[src/rtl/mmio_ctrl_pkg.sv]
// Shared definitions for the MEM-stage I/O block: default addresses, register offsets,
// register selectors and the ready/overrun status update rule.
package mmio_ctrl_pkg;

    localparam logic [31:0] DEF_ADDRHEX   = 32'hFFFF_F000;
    localparam logic [31:0] DEF_ADDRLEDR  = 32'hFFFF_F020;
    localparam logic [31:0] DEF_ADDRKEY   = 32'hFFFF_F080;
    localparam logic [31:0] DEF_ADDRSW    = 32'hFFFF_F090;
    localparam logic [31:0] DEF_ADDRTIMER = 32'hFFFF_F100;

    localparam int OFS_DATA = 0;
    localparam int OFS_CTRL = 4;
    localparam int OFS_TCNT = 0;
    localparam int OFS_TLIM = 4;
    localparam int OFS_TCTL = 8;

    localparam int STAT_READY   = 0;
    localparam int STAT_OVERRUN = 2;

    typedef enum logic [3:0] {
        REG_NONE,
        REG_HEX,
        REG_LEDR,
        REG_KDATA,
        REG_KCTRL,
        REG_SDATA,
        REG_SCTRL,
        REG_TCNT,
        REG_TLIM,
        REG_TCTL
    } reg_sel_t;

    typedef struct packed {
        logic overrun;
        logic ready;
    } status_t;

    // An event always wins over clears; overrun only flags data lost without being read.
    function automatic status_t status_next(
        input status_t cur,
        input logic    evt,
        input logic    rd_clr,
        input logic    wr,
        input logic    wr_ready,
        input logic    wr_overrun
    );
        status_t nxt;
        nxt = cur;
        if (rd_clr)
            nxt.ready = 1'b0;
        if (wr && !wr_ready)
            nxt.ready = 1'b0;
        if (wr && !wr_overrun)
            nxt.overrun = 1'b0;
        if (evt) begin
            nxt.ready = 1'b1;
            if (cur.ready && !rd_clr)
                nxt.overrun = 1'b1;
        end
        return nxt;
    endfunction

endpackage

[src/rtl/mmio_ctrl_if.sv]
// MEM-stage data access bus as seen by the I/O block: the pipeline drives the access,
// the device block answers with combinational read data and a hit flag.
interface mmio_ctrl_if #(
    parameter int DBITS = 32
);
    logic [DBITS-1:0] addr;
    logic             rd_en;
    logic             wr_en;
    logic [DBITS-1:0] wr_data;
    logic [DBITS-1:0] rd_data;
    logic             io_hit;

    modport master (
        output addr, rd_en, wr_en, wr_data,
        input  rd_data, io_hit
    );

    modport slave (
        input  addr, rd_en, wr_en, wr_data,
        output rd_data, io_hit
    );
endinterface

[src/rtl/mmio_ctrl_input_debounce.sv]
// Two-flop synchronizer followed by a per-bit debounce counter; `change` is high on the
// cycle whose closing edge updates the debounced vector.
module input_debounce #(
    parameter int WIDTH     = 4,
    parameter int DEBCYCLES = 100000
) (
    input  logic             clk,
    input  logic             reset,
    input  logic [WIDTH-1:0] raw,
    output logic [WIDTH-1:0] deb,
    output logic             change
);
    localparam int CW = (DEBCYCLES > 1) ? $clog2(DEBCYCLES) : 1;
    localparam logic [CW-1:0] CNT_LAST = CW'(DEBCYCLES - 1);

    logic [WIDTH-1:0] sync_p0;
    logic [WIDTH-1:0] sync_p1;
    logic [WIDTH-1:0] flip;
    logic [CW-1:0]    cnt [WIDTH];

    always_comb begin
        flip = '0;
        for (int i = 0; i < WIDTH; i++)
            flip[i] = (sync_p1[i] != deb[i]) && (cnt[i] == CNT_LAST);
    end

    assign change = |flip;

    always_ff @(posedge clk or posedge reset) begin
        if (reset) begin
            sync_p0 <= '0;
            sync_p1 <= '0;
            deb     <= '0;
            for (int i = 0; i < WIDTH; i++)
                cnt[i] <= '0;
        end else begin
            sync_p0 <= raw;
            sync_p1 <= sync_p0;
            deb     <= deb ^ flip;
            // A matching sample anywhere in the window restarts the count.
            for (int i = 0; i < WIDTH; i++) begin
                if (sync_p1[i] == deb[i] || flip[i])
                    cnt[i] <= '0;
                else
                    cnt[i] <= cnt[i] + CW'(1);
            end
        end
    end

endmodule

[src/rtl/mmio_ctrl.sv]
// Memory-mapped device block on the MEM stage: HEX/LEDR outputs, debounced keys and
// switches with ready/overrun status, and a programmable interval timer.
module mmio_ctrl
    import mmio_ctrl_pkg::*;
#(
    parameter int                  DBITS      = 32,
    parameter int                  KEYBITS    = 4,
    parameter int                  SWBITS     = 10,
    parameter int                  HEXBITS    = 24,
    parameter int                  LEDRBITS   = 10,
    parameter logic [HEXBITS-1:0]  HEXRESET   = 24'hFEDEAD,
    parameter int                  DEBCYCLES  = 100000,
    parameter int                  TICKCYCLES = 50000,
    parameter logic [DBITS-1:0]    ADDRHEX    = DBITS'(DEF_ADDRHEX),
    parameter logic [DBITS-1:0]    ADDRLEDR   = DBITS'(DEF_ADDRLEDR),
    parameter logic [DBITS-1:0]    ADDRKEY    = DBITS'(DEF_ADDRKEY),
    parameter logic [DBITS-1:0]    ADDRSW     = DBITS'(DEF_ADDRSW),
    parameter logic [DBITS-1:0]    ADDRTIMER  = DBITS'(DEF_ADDRTIMER)
) (
    input  logic                clk,
    input  logic                reset,
    mmio_ctrl_if.slave          bus,
    input  logic [KEYBITS-1:0]  key_n,
    input  logic [SWBITS-1:0]   sw,
    output logic [HEXBITS-1:0]  hex,
    output logic [LEDRBITS-1:0] ledr
);
    localparam logic [DBITS-1:0] A_KDATA = ADDRKEY   + DBITS'(OFS_DATA);
    localparam logic [DBITS-1:0] A_KCTRL = ADDRKEY   + DBITS'(OFS_CTRL);
    localparam logic [DBITS-1:0] A_SDATA = ADDRSW    + DBITS'(OFS_DATA);
    localparam logic [DBITS-1:0] A_SCTRL = ADDRSW    + DBITS'(OFS_CTRL);
    localparam logic [DBITS-1:0] A_TCNT  = ADDRTIMER + DBITS'(OFS_TCNT);
    localparam logic [DBITS-1:0] A_TLIM  = ADDRTIMER + DBITS'(OFS_TLIM);
    localparam logic [DBITS-1:0] A_TCTL  = ADDRTIMER + DBITS'(OFS_TCTL);
    localparam int PW = (TICKCYCLES > 1) ? $clog2(TICKCYCLES) : 1;

    reg_sel_t            sel;
    logic [DBITS-1:0]    rdata;
    logic [HEXBITS-1:0]  hex_q;
    logic [LEDRBITS-1:0] ledr_q;
    logic [KEYBITS-1:0]  key_deb;
    logic [SWBITS-1:0]   sw_deb;
    logic                key_change;
    logic                sw_change;
    status_t             kstat, sstat, tstat;
    logic [PW-1:0]       pre_q;
    logic [DBITS-1:0]    tcnt_q;
    logic [DBITS-1:0]    tlim_q;
    logic                tick;
    logic                t_evt;
    logic                wr_tcnt, wr_tlim;

    input_debounce #(.WIDTH(KEYBITS), .DEBCYCLES(DEBCYCLES)) u_key_deb (
        .clk    (clk),
        .reset  (reset),
        .raw    (~key_n),
        .deb    (key_deb),
        .change (key_change)
    );

    input_debounce #(.WIDTH(SWBITS), .DEBCYCLES(DEBCYCLES)) u_sw_deb (
        .clk    (clk),
        .reset  (reset),
        .raw    (sw),
        .deb    (sw_deb),
        .change (sw_change)
    );

    always_comb begin
        sel = REG_NONE;
        if      (bus.addr == ADDRHEX)  sel = REG_HEX;
        else if (bus.addr == ADDRLEDR) sel = REG_LEDR;
        else if (bus.addr == A_KDATA)  sel = REG_KDATA;
        else if (bus.addr == A_KCTRL)  sel = REG_KCTRL;
        else if (bus.addr == A_SDATA)  sel = REG_SDATA;
        else if (bus.addr == A_SCTRL)  sel = REG_SCTRL;
        else if (bus.addr == A_TCNT)   sel = REG_TCNT;
        else if (bus.addr == A_TLIM)   sel = REG_TLIM;
        else if (bus.addr == A_TCTL)   sel = REG_TCTL;
    end

    function automatic logic [DBITS-1:0] stat_word(input status_t s);
        logic [DBITS-1:0] w;
        w               = '0;
        w[STAT_READY]   = s.ready;
        w[STAT_OVERRUN] = s.overrun;
        return w;
    endfunction

    always_comb begin
        rdata = '0;
        case (sel)
            REG_HEX:   rdata = DBITS'(hex_q);
            REG_LEDR:  rdata = DBITS'(ledr_q);
            REG_KDATA: rdata = DBITS'(key_deb);
            REG_KCTRL: rdata = stat_word(kstat);
            REG_SDATA: rdata = DBITS'(sw_deb);
            REG_SCTRL: rdata = stat_word(sstat);
            REG_TCNT:  rdata = tcnt_q;
            REG_TLIM:  rdata = tlim_q;
            REG_TCTL:  rdata = stat_word(tstat);
            default:   rdata = '0;
        endcase
    end

    assign bus.rd_data = rdata;
    assign bus.io_hit  = (sel != REG_NONE);
    assign hex         = hex_q;
    assign ledr        = ledr_q;

    assign wr_tcnt = bus.wr_en && (sel == REG_TCNT);
    assign wr_tlim = bus.wr_en && (sel == REG_TLIM);
    assign tick    = (pre_q == PW'(TICKCYCLES - 1));
    // Software writes to the counter or limit override a coincident tick entirely.
    assign t_evt   = tick && (tlim_q != '0) && (tcnt_q == tlim_q - DBITS'(1)) &&
                     !wr_tcnt && !wr_tlim;

    always_ff @(posedge clk or posedge reset) begin
        if (reset) begin
            hex_q  <= HEXRESET;
            ledr_q <= '0;
        end else if (bus.wr_en) begin
            if (sel == REG_HEX)
                hex_q <= bus.wr_data[HEXBITS-1:0];
            if (sel == REG_LEDR)
                ledr_q <= bus.wr_data[LEDRBITS-1:0];
        end
    end

    always_ff @(posedge clk or posedge reset) begin
        if (reset) begin
            pre_q  <= '0;
            tcnt_q <= '0;
            tlim_q <= '0;
        end else if (wr_tlim) begin
            tlim_q <= bus.wr_data;
            tcnt_q <= '0;
            pre_q  <= '0;
        end else if (wr_tcnt) begin
            tcnt_q <= bus.wr_data;
            pre_q  <= '0;
        end else begin
            pre_q <= tick ? '0 : pre_q + PW'(1);
            if (tick)
                tcnt_q <= t_evt ? '0 : tcnt_q + DBITS'(1);
        end
    end

    always_ff @(posedge clk or posedge reset) begin
        if (reset) begin
            kstat <= '0;
            sstat <= '0;
            tstat <= '0;
        end else begin
            kstat <= status_next(kstat, key_change, bus.rd_en && (sel == REG_KDATA),
                                 bus.wr_en && (sel == REG_KCTRL),
                                 bus.wr_data[STAT_READY], bus.wr_data[STAT_OVERRUN]);
            sstat <= status_next(sstat, sw_change, bus.rd_en && (sel == REG_SDATA),
                                 bus.wr_en && (sel == REG_SCTRL),
                                 bus.wr_data[STAT_READY], bus.wr_data[STAT_OVERRUN]);
            tstat <= status_next(tstat, t_evt, 1'b0,
                                 bus.wr_en && (sel == REG_TCTL),
                                 bus.wr_data[STAT_READY], bus.wr_data[STAT_OVERRUN]);
        end
    end

endmodule

[src/flat_wrapper.sv]
// flat-port wrapper written by rule: the top's interface ports become plain ports
module mmio_ctrl_flat import mmio_ctrl_pkg::*;
#(
    parameter int                  DBITS      = 32,
    parameter int                  KEYBITS    = 4,
    parameter int                  SWBITS     = 10,
    parameter int                  HEXBITS    = 24,
    parameter int                  LEDRBITS   = 10,
    parameter logic [HEXBITS-1:0]  HEXRESET   = 24'hFEDEAD,
    parameter int                  DEBCYCLES  = 100000,
    parameter int                  TICKCYCLES = 50000,
    parameter logic [DBITS-1:0]    ADDRHEX    = DBITS'(DEF_ADDRHEX),
    parameter logic [DBITS-1:0]    ADDRLEDR   = DBITS'(DEF_ADDRLEDR),
    parameter logic [DBITS-1:0]    ADDRKEY    = DBITS'(DEF_ADDRKEY),
    parameter logic [DBITS-1:0]    ADDRSW     = DBITS'(DEF_ADDRSW),
    parameter logic [DBITS-1:0]    ADDRTIMER  = DBITS'(DEF_ADDRTIMER)
)
  (clk, reset, key_n, sw, hex, ledr, bus_addr, bus_rd_en, bus_wr_en, bus_wr_data, bus_rd_data, bus_io_hit);
  mmio_ctrl_if #(.DBITS(DBITS)) bus_i ();
  input  logic clk;
  input  logic reset;
  input  logic [KEYBITS-1:0] key_n;
  input  logic [SWBITS-1:0] sw;
  output logic [HEXBITS-1:0] hex;
  output logic [LEDRBITS-1:0] ledr;
  input wire logic [$bits(bus_i.addr)-1:0] bus_addr;
  input wire logic [$bits(bus_i.rd_en)-1:0] bus_rd_en;
  input wire logic [$bits(bus_i.wr_en)-1:0] bus_wr_en;
  input wire logic [$bits(bus_i.wr_data)-1:0] bus_wr_data;
  output wire logic [$bits(bus_i.rd_data)-1:0] bus_rd_data;
  output wire logic [$bits(bus_i.io_hit)-1:0] bus_io_hit;
  assign bus_i.addr = bus_addr;
  assign bus_i.rd_en = bus_rd_en;
  assign bus_i.wr_en = bus_wr_en;
  assign bus_i.wr_data = bus_wr_data;
  assign bus_rd_data = bus_i.rd_data;
  assign bus_io_hit = bus_i.io_hit;
  mmio_ctrl #(.DBITS(DBITS), .KEYBITS(KEYBITS), .SWBITS(SWBITS), .HEXBITS(HEXBITS), .LEDRBITS(LEDRBITS), .HEXRESET(HEXRESET), .DEBCYCLES(DEBCYCLES), .TICKCYCLES(TICKCYCLES), .ADDRHEX(ADDRHEX), .ADDRLEDR(ADDRLEDR), .ADDRKEY(ADDRKEY), .ADDRSW(ADDRSW), .ADDRTIMER(ADDRTIMER)) u_core (.clk(clk), .reset(reset), .bus(bus_i), .key_n(key_n), .sw(sw), .hex(hex), .ledr(ledr));
endmodule
[config.mk]
export PLATFORM = sky130hd
export DESIGN_NAME = mmio_ctrl_flat
export DESIGN_NICKNAME = d
export VERILOG_FILES = /design/src/rtl/mmio_ctrl_pkg.sv /design/src/rtl/mmio_ctrl_if.sv /design/src/rtl/mmio_ctrl_input_debounce.sv /design/src/rtl/mmio_ctrl.sv /design/src/flat_wrapper.sv
export SDC_FILE = /design/constraint.sdc
export NUM_CORES = 1
export LEC_CHECK = 0
export ABC_AREA = 0
export CAP_MARGIN = 20
export CORE_MARGIN = 2
export CORE_UTILIZATION = 43
export CTS_CLUSTER_DIAMETER = 100
export DETAILED_ROUTE_END_ITERATION = 6
export PLACE_DENSITY = 0.62
export SLEW_MARGIN = 20
export SYNTH_ARGS = -nofsm -noshare
export SYNTH_HDL_FRONTEND = slang
export SYNTH_HIERARCHICAL = 1
export SYNTH_SLANG_ARGS = --single-unit
[constraint.sdc]
create_clock -name clk -period 7.49 [get_ports clk]
set_clock_uncertainty 0.2 [all_clocks]
set_input_delay 1.498 -clock clk [delete_from_list [all_inputs] [get_ports clk]]
set_output_delay 1.498 -clock clk [all_outputs]
set_load 0.01 [all_outputs]
# Word-level counts from Yosys, hierarchy flattened
# Index checks and enable logic that the tools add are counted.
[op_classes]
reduce_logical = 63
magnitude_cmp = 0
n_shift = 0
div_mod_pow = 0
multipliers = 0
bitwise = 3
n_addsub = 17
muxes = 45
eq_ne = 62
[ops]
columns = ["operator", "n"]
rows = [
  ["$eq A32 B32 Y1 const B", 9],
  ["$pmux W32 S9", 1],
  ["$add A17 B1 Y17 const B", 14],
  ["$eq A17 B17 Y1 const B", 14],
  ["$mux W17", 14],
  ["$mux W32", 4],
  ["$mux W16", 3],
  ["$mux W4", 9],
  ["$logic_and A1 B1 Y1", 33],
  ["$add A32 B1 Y32 const B", 1],
  ["$eq A32 B32 Y1", 1],
  ["$reduce_bool A32 Y1", 1],
  ["$sub A32 B1 Y32 const B", 1],
  ["$add A16 B1 Y16 const B", 1],
  ["$eq A16 B16 Y1 const B", 1],
  ["$eq A4 B3 Y1 const B", 4],
  ["$eq A1 B1 Y1", 14],
  ["$logic_or A1 B1 Y1", 14],
  ["$ne A1 B1 Y1", 14],
  ["$mux W1", 11],
  ["$reduce_or A10 Y1", 1],
  ["$xor A10 B10 Y10", 1],
  ["$reduce_bool A3 Y1", 3],
  ["$eq A4 B2 Y1 const B", 2],
  ["10 further kinds", 19],
]
[word_totals]
input_bits = 82
latch_bits = 0
elab_cells = 221
regBits = 400
mem_bits_rw = 0
output_inout_bits = 67
mem_bits_ro = 0
n_memories = 0

# Logic depth before layout (Yosys ltp)
# Gate-level depths: netlist (run 1).
[logic_depth]
depth_word = 19
ltp_mapped = 14
ltp_nobuf = 11

# Hierarchy
# The synthesis (run 1) kept the hierarchy.
[modules_own_cells]
columns = ["module", "area_per_inst_um2", "instances", "cells_per_inst"]
rows = [
  ["input_debounce at u_core.u_sw_deb", 9198.8, 1, 903],
  ["mmio_ctrl", 7805.0, 1, 823],
  ["input_debounce at u_core.u_key_deb", 3786.1, 1, 375],
]

# Worst setup path before layout (run 1)
# No wires, ideal clock.
[synth_timing]
path_kind = "input port to output port"
startpoint = "input port bus_addr[28]"
endpoint = "output port bus_rd_data[1]"
setup_slack_ns = 2.600
stages = 9
arrival_ns = 3.192
n_path_buf = 1
path_cell_list = "nand4_1 -> nor4_1 -> nand3_1 -> nor2_1 -> nand3_1 -> or2_2 -> nor2_1 -> clkbuf_1 -> a221o_1"
[synth_between]
elab_chain_cells = 12
elab_cells_between_ends = 28
[synth_rtl]
columns = ["item", "line_no", "source"]
rows = [
  ["start: declaration", "flat_wrapper.sv:26", "input wire logic [$bits(bus_i.addr)-1:0] bus_addr;"],
  ["$eq A32 B32 Y1", "mmio_ctrl.sv:79", "else if (bus.addr == A_TCTL) sel = REG_TCTL;"],
  ["$mux W4", "mmio_ctrl.sv:79", ""],
  ["$mux W4", "mmio_ctrl.sv:78", "else if (bus.addr == A_TLIM) sel = REG_TLIM;"],
  ["$mux W4", "mmio_ctrl.sv:77", "else if (bus.addr == A_TCNT) sel = REG_TCNT;"],
  ["$mux W4", "mmio_ctrl.sv:76", "else if (bus.addr == A_SCTRL) sel = REG_SCTRL;"],
  ["$mux W4", "mmio_ctrl.sv:75", "else if (bus.addr == A_SDATA) sel = REG_SDATA;"],
  ["$mux W4", "mmio_ctrl.sv:74", "else if (bus.addr == A_KCTRL) sel = REG_KCTRL;"],
  ["$mux W4", "mmio_ctrl.sv:73", "else if (bus.addr == A_KDATA) sel = REG_KDATA;"],
  ["$mux W4", "mmio_ctrl.sv:72", "else if (bus.addr == ADDRLEDR) sel = REG_LEDR;"],
  ["$mux W4 *", "mmio_ctrl.sv:71", "if (bus.addr == ADDRHEX) sel = REG_HEX;"],
  ["$eq A4 B4 Y1, or another cell as far along", "mmio_ctrl.sv:92", "case (sel)"],
  ["$pmux W32 S9 *", "mmio_ctrl.sv:92", ""],
  ["end: declaration", "flat_wrapper.sv:30", "output wire logic [$bits(bus_i.rd_data)-1:0] bus_rd_data;"],
]
# Every way passes the cells marked *; elsewhere a longest branch is shown, timed or not.

# Worst setup path after layout (run 1)
[layout_timing]
startpoint = "input port bus_addr[28]"
endpoint = "output port bus_rd_data[3]"
# The elaborated chain is that of the path after synthesis.

==> summary.txt, run 1 <==
status -> completed
nets -> 2330
fraction of layout cells with a size suffix above 1 -> 10.5%
Worst EP required -> 5.79 ns
number of I/O port buffers -> 148
die width -> 224 µm
ys flop type -> dfrtp_1
Setup WS pre-CTS -> 0.683 ns
Max Fclk -> 0.145 GHz
die footprint -> 50100 µm²
fillers -> 4353
Synth async-reset ratio -> 100%
Slew HR -> 20.7%
final hold viol count -> 0
first-pass GRT wire length -> 85.2 mm
CP max stage delay -> 0.57 ns
overall global routing resource usage -> 21.1%
worst-case clock buffer depth -> 3
PwrDens -> 194 nW/µm²
largest net degree at the start of global routing -> 92
WP buf/inv -> 4
via count -> 16119
First-pass DRT Iterations -> 6
switching share of power -> 21.2%
Final Max Tran Viols -> 0
clock latency on the worst-skew pair -> 0.56 ns
Max H-tree Level -> 2
setup violators final -> 0
Final period util -> 92.3%
CTS buffer count -> 44
worst setup margin -> 0.574 ns
synthesized area -> 20800 µm²
core area -> 47700 µm²
DIE HEIGHT -> 224 µm
syn nets -> 2201
cells after synthesis -> 2101
crit path DAT -> 5.22 ns
1st-iter DRT viols -> 1170
Max-Cap Viols -> 0
via/cell ratio -> 5.60
Seq/Total Area, Yosys -> 48.3%
Setup TNS -> 0 ns
CTS tree -> built
Yosys warning total -> 6
num ports -> 149
leakage power -> 10.1 nW
VDD IR-drop max -> 0.131 mV
Post-Route Utilization -> 51.0%
Initial Util -> 43.5%
final WL -> 52.5 mm
Final Critical Period -> 6.92 ns
# DRC -> 0
Rows -> 80
HPWL after detailed placement -> 37.2 mm
CTS Sinks -> 400
crit path cell chain -> clkdlybuf4s50_1, nand4_1, nor4_1, nand3_1, nor2_1, inv_1, nor2_2, buf_4, a222oi_1, nand3_1, clkdlybuf4s50_1
Sequential Area -> 10000 µm²
remaining global-route overflow -> 0
RSZ-0062 raised after global routing -> no
root buf cell -> clkbuf_16
clock power share -> 49.8%
Synth Register Bits -> 400
Post-CTS Resized -> 0
Synth-to-Final Area Change -> 17.2%
crit-path leading delay family -> simple AND/OR/NAND/NOR gates
Yosys cell types -> 92
slowest cell on the critical path -> clkdlybuf4s50_1
P_sw -> 0.00100 W
Slew @ Worst Pin -> 1.18 ns
Post-synth EDFFs -> 0
vias in the first global route -> 15861
postcts setup bufs -> 0
Int Pwr -> 0.00374 W
number of routed nets with antenna violations -> 0
Crit. End Element -> output pin
synthesized area per cell -> 9.90 µm²
type of origin of the critical path -> input port
Placer Congestion -> 0.901
Logic pwr share -> 3.5%
# hold bufs at CTS -> 0
Hold Crit Class -> register to register
CTS clock-pin slew for the worst setup and hold paths -> 0.06 ns
Multi-input gate area -> 10100 µm²
initial antenna violation count -> 2
worst-path maximum fanout -> 22
WS Path Type -> input port to output pin
sequential share of power -> 46.7%
WL/cell -> 18.2 µm
## final cells by class
class,count,area share [%]
Clock inverter,15,1.16
Clock buffer,64,5.37
Multi-Input combinational cell,1552,41.4
Sequential cell,400,41.2
Timing Repair Buffer,162,6.61
Antenna cell,1,0.0103
Inverter,70,1.12
Tap cell,615,3.16
## cell usage in the layout, fill, tap and decap left out, types with 12 or more instances in the layout
master,Yosys,layout
o21ai_0,34,34
clkbuf_16,0,45
a21oi_1,25,25
and4_1,22,22
and3_1,38,38
nand3_1,117,117
nand2b_1,15,15
or2_2,12,12
ha_1,18,18
inv_1,69,66
clkdlybuf4s50_1,0,148
xnor2_1,143,143
dfstp_2,18,18
nand4_1,70,70
nor3_1,68,67
nor2_1,320,316
mux2_2,78,78
xor2_1,134,134
or3_1,21,21
nand2_1,163,163
dfrtp_1,382,382
a222oi_1,21,21
nor4bb_1,13,13
buf_4,0,12
nor4_1,38,37
nor4b_1,17,17
## metal layers
| metal | global-route usage, % | vias up | part of all wire [%] |
|---|---|---|---|
| li1 | - | 7669 | - |
| met2 | 35.0 | 389 | 48 |
| met3 | 4.00 | 94 | 5.3 |
| met4 | 6.39 | 2 | 2.6 |
| met1 | 28.0 | 7965 | 44 |
| met5 | 0 | - | 0.023 |
## logic make-up after synthesis
family          Yosys count  synth area share (%)
simple gates            988                  24.4
flops                   400                  48.3
xor+xnor                277                  11.7
compound gates          184                  6.63
buf+inv                 149                  3.38
mux                      85                  4.56
fa+ha+maj                18                  1.08
## power by group through the flow
stage,clock [W],combinational [W],sequential (W)
after CTS,0.00244,0.000169,0.00221
after floorplan,0,0.0000892,0.00224
after global placement,0,0.000166,0.00225
final,0.00236,0.000167,0.00221
after detailed placement,0,0.000168,0.00225
after global routing,0.00253,0.000190,0.00221
## stage by stage
step | hold WS [ns] | std cells | total power [W] | area (µm²)
finish | 0.150 | 2879 | 0.00474 | 24400
global placement | 0.137 | 2798 | 0.00241 | 22700
floorplan | 0.131 | 2101 | 0.00233 | 20800
CTS | 0.152 | 2877 | 0.00481 | 24300
detailed placement | 0.136 | 2798 | 0.00242 | 22700
global route | 0.155 | 2878 | 0.00493 | 24400
## Yosys cell counts, types with 22 or more instances
cell type | count | area share (%)
a21oi_1 | 25 | 0.60
and3_1 | 38 | 1.1
and4_1 | 22 | 0.93
clkbuf_1 | 56 | 1.0
dfrtp_1 | 382 | 46
inv_1 | 69 | 1.2
mux2_2 | 78 | 4.2
nand2_1 | 163 | 2.9
nand3_1 | 117 | 2.8
nand4_1 | 70 | 2.1
nor2_1 | 320 | 5.8
nor3_1 | 68 | 1.6
nor4_1 | 38 | 1.1
o21ai_0 | 34 | 0.82
xnor2_1 | 143 | 6.0
xor2_1 | 134 | 5.6
## state kept, by name (all words and copies together) (netlist names), 10 cells and up, named ones only
register	cells
u_core/u_key_deb/cnt	68
u_core/u_sw_deb/sync_p1	10
u_core/ledr	10
u_core/tlim_q	32
u_core/hex	24
u_core/u_sw_deb/cnt	170
u_core/tcnt_q	32
u_core/u_sw_deb/sync_p0	10
u_core/pre_q	16
## final timing paths
check                                                           start                                    end  slack, ns  depth (start not counted)
min in group asynchronous                                       reset              u_core/pre_q[4]$_DFF_PP0_       1.37                          2
worst max register to register           u_core/tlim_q[8]$_DFFE_PP0N_          u_core/tcnt_q[17]$_DFFE_PP0P_       2.90                          9
worst max-delay path                                     bus_addr[28]                         bus_rd_data[3]       0.57                         11
worst min-delay path            u_core/u_key_deb/sync_p0[3]$_DFF_PP0_  u_core/u_key_deb/sync_p1[3]$_DFF_PP0_       0.15                          0
worst min register to register  u_core/u_key_deb/sync_p0[3]$_DFF_PP0_  u_core/u_key_deb/sync_p1[3]$_DFF_PP0_       0.15                          0
max in group asynchronous                                       reset       u_core/u_sw_deb/cnt[4]$_DFF_PP0_       4.38                          3
(Power assumes the default switching activity.)
==> inputs of run 2 (changes only) <==
--- a/config.mk
+++ b/config.mk
@@ -8,12 +8,11 @@
 export ABC_AREA = 0
 export CAP_MARGIN = 20
 export CORE_MARGIN = 2
-export CORE_UTILIZATION = 43
+export CORE_UTILIZATION = 45
 export CTS_CLUSTER_DIAMETER = 100
 export DETAILED_ROUTE_END_ITERATION = 6
-export PLACE_DENSITY = 0.62
+export PLACE_DENSITY = 0.64
 export SLEW_MARGIN = 20
 export SYNTH_ARGS = -nofsm -noshare
 export SYNTH_HDL_FRONTEND = slang
-export SYNTH_HIERARCHICAL = 1
 export SYNTH_SLANG_ARGS = --single-unit
==> summary.txt, run 2 <==
clock latency on the worst-skew pair -> 0.58 ns
Worst EP required -> 5.79 ns
RSZ-0062 raised after global routing -> no
First-pass DRT Iterations -> 7
PwrDens -> 194 nW/µm²
status -> completed
WS Path Type -> input port to output pin
CTS buffer count -> 45
sequential share of power -> 47.1%
worst-case clock buffer depth -> 3
die footprint -> 47800 µm²
Routed met3 length -> 2.88 mm
final hold viol count -> 0
Setup TNS -> 0 ns
core area -> 45500 µm²
Seq/Total Area, Yosys -> 48.4%
VDD IR-drop max -> 0.185 mV
Rows -> 78
Max-Cap Viols -> 0
most frequent cell after synthesis -> dfrtp_1
Post-CTS Resized -> 0
die width -> 219 µm
Hold Crit Class -> register to register
Synth-to-Final Area Change -> 16.7%
# DRC -> 0
synthesized area per cell -> 9.89 µm²
max reg flops -> 170
Post-Route Utilization -> 53.2%
leakage power -> 10.7 nW
DIE HEIGHT -> 219 µm
Synth async-reset ratio -> 100%
via count -> 15782
Crit. End Element -> output pin
Regs by FF count -> u_core.u_sw_deb.cnt x170, u_core.u_key_deb.cnt x68
remaining global-route overflow -> 0
Final Critical Period -> 6.68 ns
nets -> 2311
M1 WL -> 22.5 mm
P_sw -> 0.00103 W
met2 wire len -> 22.1 mm
Largest Register -> u_core.u_sw_deb.cnt
final hold slack -> 0.143 ns
leading cell type in the layout, fill and taps excluded -> dfrtp_1
synthesized area -> 20700 µm²
CTS Sinks -> 400
Final period util -> 89.2%
vias in the first global route -> 15415
Top Layer Used -> met5
crit path DAT -> 4.98 ns
Post-synth EDFFs -> 0
Slew @ Worst Pin -> 0.958 ns
number of routed nets with antenna violations -> 0
num ports -> 149
initial antenna violation count -> 4
type of origin of the critical path -> input port
HPWL after detailed placement -> 33.9 mm
worst-path maximum fanout -> 11
largest net degree at the start of global routing -> 177
ys flop type -> dfrtp_1
Int Pwr -> 0.00366 W
via/cell ratio -> 5.54
Synth Register Bits -> 400
syn nets -> 2197
first-pass GRT wire length -> 80.6 mm
WL/cell -> 17.1 µm
# hold bufs at CTS -> 0
Max Fclk -> 0.150 GHz
switching share of power -> 22.0%
Placer Congestion -> 0.868
Max H-tree Level -> 2
postcts setup bufs -> 0
fraction of layout cells with a size suffix above 1 -> 10.4%
1st-iter DRT viols -> 1177
Yosys warning total -> 0
setup violators final -> 0
number of I/O port buffers -> 148
Yosys cell types -> 92
Logic pwr share -> 3.6%
clock power share -> 49.3%
top cells by count, synth -> 382 x dfrtp_1, 336 x nor2_1, 168 x nand3_1
root buf cell -> clkbuf_16
area leader, netlist -> dfrtp_1
cells after synthesis -> 2097
most frequent cells in the layout -> 382 x dfrtp_1, 336 x nor2_1, 168 x nand3_1
CTS tree -> built
Synth top area share -> 46.1%
synth top area cells -> dfrtp_1 46%, xor2_1 6.9%, nor2_1 6.1%
overall global routing resource usage -> 20.7%
Initial Util -> 45.6%
Slew HR -> 36.1%
final WL -> 48.7 mm
Final Max Tran Viols -> 0
CTS clock-pin slew for the worst setup and hold paths -> 0.06 ns
[run 2: final timing paths]
check	start	endpoint	slack, ns	cells past startpoint
setup / recovery	bus_addr[26]	bus_rd_data[4]	0.81	8
hold / removal	u_core.u_sw_deb.sync_p0[3]$_DFF_PP0_	u_core.u_sw_deb.sync_p1[3]$_DFF_PP0_	0.14	0
setup reg to reg	u_core.tlim_q[0]$_DFFE_PP0N_	u_core.tcnt_q[7]$_DFFE_PP0P_	3.59	11
hold reg to reg	u_core.u_sw_deb.sync_p0[3]$_DFF_PP0_	u_core.u_sw_deb.sync_p1[3]$_DFF_PP0_	0.14	0
max in group asynchronous	reset	u_core.u_sw_deb.cnt[146]$_DFF_PP0_	4.64	4
min in group asynchronous	reset	u_core.u_sw_deb.sync_p1[1]$_DFF_PP0_	1.10	2
[run 2: worst max-delay path, cell delays in order]
cell             delay (ns)
clkdlybuf4s50_1        0.48
nand4_1                0.11
nor4_1                 0.59
nand4_1                0.35
nor4bb_4               0.88
a222oi_1               0.26
nand3_1                0.24
clkdlybuf4s50_1        0.57
[run 2: final cells by class]
cell class | instances | area (µm²)
clock inverter | 19 | 268
inverter | 58 | 221
sequential | 400 | 10000
antenna | 1 | 2.50
fill | 4138 | 21300
multi-input combinational | 1544 | 10000
clock buffer | 64 | 1290
tap | 600 | 751
timing repair buffer | 162 | 1630
[run 2: per-layer routing]
layer	track usage, %	up-vias
li1	-	7589
met3	3.97	71
met4	6.60	4
met1	29.1	7776
met2	32.2	342
met5	0	-
[run 2: kinds of logic after synthesis]
group / count (synthesis) / synth area share [%]
compound gates: 184 / 6.86
xor+xnor: 267 / 11.3
fa+ha+maj: 19 / 1.13
buf+inv: 153 / 3.46
flops: 400 / 48.4
mux: 90 / 4.84
simple gates: 984 / 24.0
[run 2: power groups by stage]
| stage | clock network [W] | registers [W] | logic, W |
|---|---|---|---|
| after CTS | 0.00238 | 0.00221 | 0.000172 |
| after global routing | 0.00248 | 0.00222 | 0.000192 |
| after floorplan | 0 | 0.00225 | 0.0000926 |
| after detailed placement | 0 | 0.00225 | 0.000170 |
| final | 0.00231 | 0.00221 | 0.000168 |
| after global placement | 0 | 0.00225 | 0.000168 |
[run 2: per-stage QoR]
step	cells	total power (W)	area, µm²	worst slack [ns]
after floorplan	2097	0.00234	20700	0.421
after global placement	2763	0.00242	22600	0.917
after CTS	2846	0.00476	24200	0.818
final	2848	0.00470	24200	0.810
after global routing	2848	0.00488	24200	0.669
after detailed placement	2763	0.00242	22600	0.808
==> inputs of run 3 (changes only) <==
--- a/config.mk
+++ b/config.mk
@@ -6,12 +6,12 @@
 export NUM_CORES = 1
 export LEC_CHECK = 0
 export ABC_AREA = 0
-export CAP_MARGIN = 20
 export CORE_MARGIN = 2
 export CORE_UTILIZATION = 45
 export CTS_CLUSTER_DIAMETER = 100
 export DETAILED_ROUTE_END_ITERATION = 6
 export PLACE_DENSITY = 0.64
+export SKIP_LAST_GASP = 1
 export SLEW_MARGIN = 20
 export SYNTH_ARGS = -nofsm -noshare
 export SYNTH_HDL_FRONTEND = slang
==> results of run 3 <==
Same layout as run 2: the final DEF is identical, and so are final timing and power.
